## src/rtl/icache_unit_if.sv

```systemverilog
// Fetch-side and memory-side signal bundle of the instruction cache.
// Latency: none; wires only.
// Backpressure: BUSYWAIT stalls the PC; MEM_BUSYWAIT stalls the block fill.
//
// master: PC unit + instruction memory side (drives ADDRESS, MEM_READDATA, MEM_BUSYWAIT)
// slave : cache side (drives INSTRUCTION, BUSYWAIT, MEM_READ, MEM_ADDRESS)
interface icache_unit_if;
    logic [9:0]   ADDRESS;
    logic [31:0]  INSTRUCTION;
    logic         BUSYWAIT;
    logic         MEM_READ;
    logic [5:0]   MEM_ADDRESS;
    logic [127:0] MEM_READDATA;
    logic         MEM_BUSYWAIT;

    modport master (
        output ADDRESS, MEM_READDATA, MEM_BUSYWAIT,
        input  INSTRUCTION, BUSYWAIT, MEM_READ, MEM_ADDRESS
    );

    modport slave (
        input  ADDRESS, MEM_READDATA, MEM_BUSYWAIT,
        output INSTRUCTION, BUSYWAIT, MEM_READ, MEM_ADDRESS
    );
endinterface

```

## src/rtl/icache_unit.sv

```systemverilog
// Direct-mapped read-only instruction cache, 8 lines x 16 bytes, 10-bit byte address.
// Latency: hit is combinational (0 cycles); miss costs L+3 cycles for memory latency L.
// Backpressure: BUSYWAIT holds the PC during a miss; the fill waits on MEM_BUSYWAIT.
//
// Ports: CLK, RESET (async, active-high); bus (slave modport) carries the fetch
// address/instruction/stall and the block-read handshake to instruction memory.
module icache_unit (
    input  logic          CLK,
    input  logic          RESET,
    icache_unit_if.slave  bus
);
    typedef enum logic [1:0] {
        IDLE     = 2'd0,
        READ_MEM = 2'd1,
        UPDATE   = 2'd2
    } state_t;

    state_t         state_q, state_d;
    logic [5:0]     miss_q, miss_d;      // latched {tag, index} of the missing block
    logic [7:0]     valid_q, valid_d;
    logic [2:0]     tag_q  [8];
    logic [2:0]     tag_d  [8];
    logic [127:0]   data_q [8];
    logic [127:0]   data_d [8];

    logic [2:0]     addr_tag;
    logic [2:0]     addr_idx;
    logic [1:0]     addr_word;
    logic           hit;
    logic           fill;
    logic           busy;
    logic           mem_read;
    logic [127:0]   line;
    logic           unused_byte_bits;

    assign addr_tag  = bus.ADDRESS[9:7];
    assign addr_idx  = bus.ADDRESS[6:4];
    assign addr_word = bus.ADDRESS[3:2];
    assign unused_byte_bits = ^bus.ADDRESS[1:0];

    assign hit  = valid_q[addr_idx] && (tag_q[addr_idx] == addr_tag);
    // The fill is indexed only by the latched miss address, so the PC may
    // wander during a miss without affecting which line gets written.
    assign fill = (state_q == READ_MEM) && !bus.MEM_BUSYWAIT;

    assign line            = data_q[addr_idx];
    assign bus.INSTRUCTION = line[{addr_word, 5'b0} +: 32];
    assign bus.MEM_ADDRESS = miss_q;
    // Reset must drop both outputs immediately, not at the next edge.
    assign bus.BUSYWAIT    = busy && !RESET;
    assign bus.MEM_READ    = mem_read && !RESET;

    always_comb begin
        state_d  = state_q;
        miss_d   = miss_q;
        valid_d  = valid_q;
        busy     = 1'b0;
        mem_read = 1'b0;
        unique case (state_q)
            IDLE: begin
                busy = !hit;
                if (!hit) begin
                    miss_d  = bus.ADDRESS[9:4];
                    state_d = READ_MEM;
                end
            end
            READ_MEM: begin
                busy     = 1'b1;
                mem_read = 1'b1;
                if (!bus.MEM_BUSYWAIT) begin
                    valid_d[miss_q[2:0]] = 1'b1;
                    state_d              = UPDATE;
                end
            end
            UPDATE: begin
                busy    = 1'b1;
                state_d = IDLE;
            end
            default: begin
                state_d = IDLE;
            end
        endcase
    end

    always_comb begin
        tag_d  = tag_q;
        data_d = data_q;
        if (fill) begin
            tag_d[miss_q[2:0]]  = miss_q[5:3];
            data_d[miss_q[2:0]] = bus.MEM_READDATA;
        end
    end

    always_ff @(posedge CLK or posedge RESET) begin
        if (RESET) begin
            state_q <= IDLE;
            miss_q  <= 6'd0;
            valid_q <= 8'd0;
        end else begin
            state_q <= state_d;
            miss_q  <= miss_d;
            valid_q <= valid_d;
        end
    end

    // Tag and data contents are qualified by valid_q and need no reset.
    always_ff @(posedge CLK) begin
        tag_q  <= tag_d;
        data_q <= data_d;
    end
endmodule

```

## src/flat_wrapper.sv

```systemverilog
// flat-port wrapper written by rule: the top's interface ports become plain ports
module icache_unit_flat 
  (CLK, RESET, bus_ADDRESS, bus_MEM_READDATA, bus_MEM_BUSYWAIT, bus_INSTRUCTION, bus_BUSYWAIT, bus_MEM_READ, bus_MEM_ADDRESS);
  icache_unit_if bus_i ();
  input  logic CLK;
  input  logic RESET;
  input wire logic [$bits(bus_i.ADDRESS)-1:0] bus_ADDRESS;
  input wire logic [$bits(bus_i.MEM_READDATA)-1:0] bus_MEM_READDATA;
  input wire logic [$bits(bus_i.MEM_BUSYWAIT)-1:0] bus_MEM_BUSYWAIT;
  output wire logic [$bits(bus_i.INSTRUCTION)-1:0] bus_INSTRUCTION;
  output wire logic [$bits(bus_i.BUSYWAIT)-1:0] bus_BUSYWAIT;
  output wire logic [$bits(bus_i.MEM_READ)-1:0] bus_MEM_READ;
  output wire logic [$bits(bus_i.MEM_ADDRESS)-1:0] bus_MEM_ADDRESS;
  assign bus_i.ADDRESS = bus_ADDRESS;
  assign bus_i.MEM_READDATA = bus_MEM_READDATA;
  assign bus_i.MEM_BUSYWAIT = bus_MEM_BUSYWAIT;
  assign bus_INSTRUCTION = bus_i.INSTRUCTION;
  assign bus_BUSYWAIT = bus_i.BUSYWAIT;
  assign bus_MEM_READ = bus_i.MEM_READ;
  assign bus_MEM_ADDRESS = bus_i.MEM_ADDRESS;
  icache_unit u_core (.CLK(CLK), .RESET(RESET), .bus(bus_i));
endmodule
```

## config.mk

```make
export PLATFORM = sky130hd
export DESIGN_NAME = icache_unit_flat
export DESIGN_NICKNAME = d
export VERILOG_FILES = /design/src/rtl/icache_unit_if.sv /design/src/rtl/icache_unit.sv /design/src/flat_wrapper.sv
export SDC_FILE = /design/constraint.sdc
export NUM_CORES = 1
export LEC_CHECK = 0
export BUFFER_PORTS_ARGS = -buffer_cell sky130_fd_sc_hd__buf_4
export CORE_ASPECT_RATIO = 1.25
export CORE_MARGIN = 2
export CORE_UTILIZATION = 55
export DETAILED_ROUTE_END_ITERATION = 7
export PLACE_DENSITY_LB_ADDON = 0.25
export SYNTH_ARGS = -nofsm -noshare
export SYNTH_HDL_FRONTEND = slang
export SYNTH_SLANG_ARGS = --single-unit
```

## constraint.sdc

```tcl
create_clock -name CLK -period 25.8 [get_ports CLK]
set_input_delay 5.16 -clock CLK [delete_from_list [all_inputs] [get_ports CLK]]
set_output_delay 5.16 -clock CLK [all_outputs]
set_load 0.01 [all_outputs]
```

# Word level (Yosys, flattened, before mapping)
# Index checks and enable logic that the tools add are counted.
# word_totals
ff_bits	1064
in_bits	141
wordCells	71
# op_classes
magnitude_cmp	6
eq_ne	5
n_shift	1
n_mux	21
n_bitwise	5
n_reduce_logical	14
# ops
op	n
bitwise mux 1024 bit	1
binary-select mux 128 bit (select 3 bit)	1
demux 128 bit (select 3 bit)	1
two-way mux 128 bit	3
indexed part select 128 x 8 -> 32 bit	1
bitwise mux 24 bit	1
binary-select mux 3 bit (select 3 bit)	1
demux 3 bit (select 3 bit)	1
two-way mux 3 bit	3
>= comparator 4 bit, second input constant	2
< comparator 3 x 4 -> 1 bit, second input constant	2
inverter 3 -> 4 bit	2
bitwise OR 8 bit	1
logical AND 1 bit	6
AND reduction 2 bit	3
< comparator 4 x 1 -> 1 bit, second input constant	1
two-way mux 2 bit	2
inequality test 2 bit, second input constant	2
one-hot mux 2 bit (2 select lines)	1
binary-select mux 1 bit (select 3 bit)	1
demux 1 bit (select 3 bit)	1
equality test 3 bit	1
>= comparator 3 x 1 -> 1 bit, second input constant	1
zero test 1 bit	3
other kinds (7)	10

# Longest topological paths before layout
# depth
ltp_word	9
depth_mapped	9

# Worst setup path after synthesis
# Ideal clock, no wire load.
# synth_timing
path_kind	in2reg
start	input bus_MEM_BUSYWAIT
end	register u_core.valid_q[0]
arrival_ns	15.364
required_time_ns	25.678
path_slack_ns	10.314
stages	3
path_cell_list	or3b_2 > nor3_1 > or2_2
# synth_between
elab_chain_cells	2
# synth_rtl
element	line_no	source
from (decl)	flat_wrapper.sv:9	input wire logic [$bits(bus_i.MEM_BUSYWAIT)-1:0] bus_MEM_BUSYWAIT;
inverter 1 bit (no source line)	-	
AND reduction 2 bit (no source line)	-	
to (signal assigned)	icache_unit.sv:102	valid_q <= valid_d;
to (decl)	icache_unit.sv:20	logic [7:0] valid_q, valid_d;
# No other way between the ends.
# A chain may end at the register's enable or synchronous reset.

# Worst setup path after layout
# layout_timing
start	input bus_ADDRESS[4]
end	output bus_INSTRUCTION[9]
# layout_between
elab_chain_cells	5
# layout_rtl
element	line_no	source
from (decl)	flat_wrapper.sv:7	input wire logic [$bits(bus_i.ADDRESS)-1:0] bus_ADDRESS;
inverter 3 -> 4 bit (not written as such)	icache_unit.sv:46	assign line = data_q[addr_idx];
binary-select mux 128 bit (select 3 bit)	icache_unit.sv:46	
two-way mux 128 bit (not written as such) (2 in series)	icache_unit.sv:46	
indexed part select 128 x 8 -> 32 bit	icache_unit.sv:47	assign bus.INSTRUCTION = line[{addr_word, 5'b0} +: 32];
to (decl)	flat_wrapper.sv:10	output wire logic [$bits(bus_i.INSTRUCTION)-1:0] bus_INSTRUCTION;
# No other way between the ends. The select of a mux whose other input is x is not followed.

==> impl_metrics.csv <==
group,metric,value,unit
setup_path,cp.required,20640,ps
cts,cts_root_buffer,"clkbuf_16",
placed_design,dp_hpwl,42700,um
placed_design,io_buffers,178,
min_path,min_from,"u_core.valid_q[5]",
pwr,leakagePower,14.6,nW
setup_path,reg2reg_slack,22090,ps
pwr,power_frac_clock,37.1,%
sta,setup_viol,0,
cts,cts_hold_buf,0,
global_route,grt_pass1_vias,18800,
final_layout,num-nets-final,1932,
setup_path,cp-start-kind,"primary input",
global_route,grt_max_degree,163,
cts,cts_max_path_buffers,3,
synthesis,yosysUniqueCellTypes,27,
pwr,p_int,0.00301,W
global_route,antenna_found_initial,11,
sta,min_period,14210,ps
sta,period_share,55.1,%
sta,maxSlewViolCount,0,
sta,final.setup_skew,18.8,ps
final_layout,final_cell_area,46100,sq um
floorplanning,die_h,307,um
floorplanning,ios,181,
detailed_routing,num_vias,17200,
min_path,holdPathEnd,"u_core.valid_q[5]",
cts,cts_tree,"yes",
cts,cts_buffers,101,
floorplanning,row_count,111,
synthesis,yosys.area.top_type_share,77.9,%
placed_design,placed_cell_area,42900,sq um
floorplanning,die_x,246,um
min_path,hold_path_depth,1,
sta,slew_headroom,26.3,%
placed_design,gp_congestion,0.717,
setup_path,worstPathMaxFanout,61,
setup_path,end_kind,"output pin",
synthesis,synth_ff_type,"edfxtp_1",
cts,insertion_delay,650,ps
detailed_routing,drc,0,
synthesis,synth_cells,1562,
final_layout,drive_above_1_share,38.6,%
min_path,hp-class,"reg -> reg",
sta,rsz0062_at_grt,"false",
synthesis,synth_top_area_cell,"edfxtp_1",
floorplanning,dieArea,75700,sq um
detailed_routing,wl_per_cell,28.8,um
pwr,power_density,83.5,nW/um^2
sta,fin_tns_setup,0,ps
synthesis,syn_area,40400,sq um
setup_path,critical_path_class,"in -> out",
synthesis,ys_seq_area_share,78.8,%
setup_path,rr_endpoint,"u_core.data_q[300]",
setup_path,r2r-start,"u_core.state_q[1]",
detailed_routing,drtPass1Iterations,5,
floorplanning,start_util,55.3,%
setup_path,reg2reg_depth,6,
cts,postCtsResizedCells,0,
final_layout,area_growth_syn_to_layout,14.0,%
synthesis,synth_warnings,0,
pwr,netSwitchingFraction,21.7,%
synthesis,ys_top_cells_by_count,"edfxtp_1, mux4_2, mux2_2, clkbuf_1, buf_2",
synthesis,ys_seq_elements,1064,
detailed_routing,postRouteAntennaNets,0,
floorplanning,coreArea,73100,sq um
synthesis,synth_area_leaders,"edfxtp_1, mux4_2, mux2_2",
sta,hold_violations,0,
global_route,grt_usage,22.2,%
pwr,seq_power_share,53.8,%
global_route,grt-ovfl-total,0,
pwr,worst_ir_drop_vdd,0.0826,mV
cts,clock-sinks,1064,
cts,cts_max_level,3,
cts,postCtsSetupRepairBufs,0,
detailed_routing,vias_per_cell,6.08,
synthesis,synth.avg_cell_area,25.9,sq um
synthesis,synth_most_common_cell,"edfxtp_1",
run,drv_cap,0,
synthesis,synthArstFlopShare,1.50,%
pwr,p_switching,0.000834,W
setup_path,critPathArrivalTime,9050,ps
synthesis,synth_fp_nets,1708,
pwr,power_frac_comb,9.1,%
final_layout,finish.utilization,63.1,%
cts,cts.clk_slew.worst_paths,60,ps
sta,tightest_slew,1110,ps
synthesis,synth_edf_count,1048,
run_status,status,"completed",
sta,max_clock_freq,0.0704,GHz
detailed_routing,drtIter0Drc,1380,
detailed_routing,wl,81600,um
global_route,grt_pass1_wl,122000,um
area by class of cell:
type	count	area, sq um
fillers	4872	27000
well taps	960	1200
multi-input cells	415	8210
diodes	1	2.50
flip-flops and latches	1064	31900
inverters	4	15.0
clock buffers	140	2770
repair buffers	200	1600
clock inverters	44	435
metrics by stage:
stage	power (W)	worst slack (ps)	hold WS [ps]	instances
finish	0.00385	11590	470	2828
global placement	0.00245	11420	446	2643
detailed placement	0.00246	11390	454	2643
floorplan	0.00232	10310	434	1562
CTS	0.00389	11400	473	2827
global route	0.00398	11210	494	2828
flip-flops by register name, indices dropped and copies added, names as in the netlist:
signal	cells
u_core.bus.MEM_ADDRESS	6
u_core.data_q	1024
u_core.state_q	2
u_core.tag_q	24
u_core.valid_q	8
routing by layer:
| metal | routed length (um) | part of all wire [%] | up-vias | global-route usage, % |
|---|---|---|---|---|
| met4 | 2090 | 2.6 | 20 | 7.13 |
| met5 | 115 | 0.14 | - | 0 |
| li1 | - | - | 7277 | - |
| met3 | 5890 | 7.2 | 128 | 5.62 |
| met2 | 42300 | 52 | 510 | 37.5 |
| met1 | 31200 | 38 | 9254 | 28.5 |
worst max-delay path, stage by stage:
cell	delay, ps
buf_8	490
buf_4	740
buf_4	850
mux4_2	620
mux4_2	530
mux2_2	290
buf_4	140
power groups by stage:
stage,registers (W),logic (W),clock network [W]
finish,0.00207,0.000350,0.00143
global route,0.00208,0.000376,0.00152
CTS,0.00207,0.000360,0.00146
detailed placement,0.00211,0.000359,0
global placement,0.00210,0.000353,0
floorplan,0.00212,0.000203,0
cells in the final DEF, fill, tap and decap left out, types with 2 or more instances in the layout:
master,netlist,final
edfxtp_1,1048,1048
mux4_2,326,326
buf_4,6,191
clkbuf_16,0,103
mux2_2,41,41
clkbuf_1,40,32
clkinv_1,0,17
dfrtp_1,16,16
clkinv_2,0,13
or2_2,8,8
bufinv_16,0,8
mux2i_1,6,6
nor2_4,0,6
buf_12,0,6
ha_1,5,5
clkbuf_8,0,5
nand2_1,4,4
inv_1,4,4
nand3b_1,3,3
inv_6,0,3
xnor2_1,2,2
nand3_1,2,2
nor3_2,0,2
nand2b_1,2,2
clkinv_8,0,2
buf_8,0,2
worst max path at each step:
stage	end	startpoint	slack [ps]	depth (start not counted)
4_1_cts	bus_INSTRUCTION[9]	bus_ADDRESS[4]	11400	7
3_3_place_gp	bus_INSTRUCTION[9]	bus_ADDRESS[4]	11420	7
2_1_floorplan	u_core.valid_q[0]	bus_MEM_BUSYWAIT	10310	3
5_1_grt	bus_INSTRUCTION[16]	bus_ADDRESS[4]	11210	7
6_report	bus_INSTRUCTION[9]	bus_ADDRESS[4]	11590	7
3_5_place_dp	bus_INSTRUCTION[9]	bus_ADDRESS[4]	11390	7
logic make-up after synthesis:
group	synth area share, %
fa+ha+maj	0.155
simple gates	0.415
buf+inv	0.972
compound gates	0.0929
flops	78.8
mux	19.5
xor+xnor	0.0650
Power figures use the tool's default switching activity.
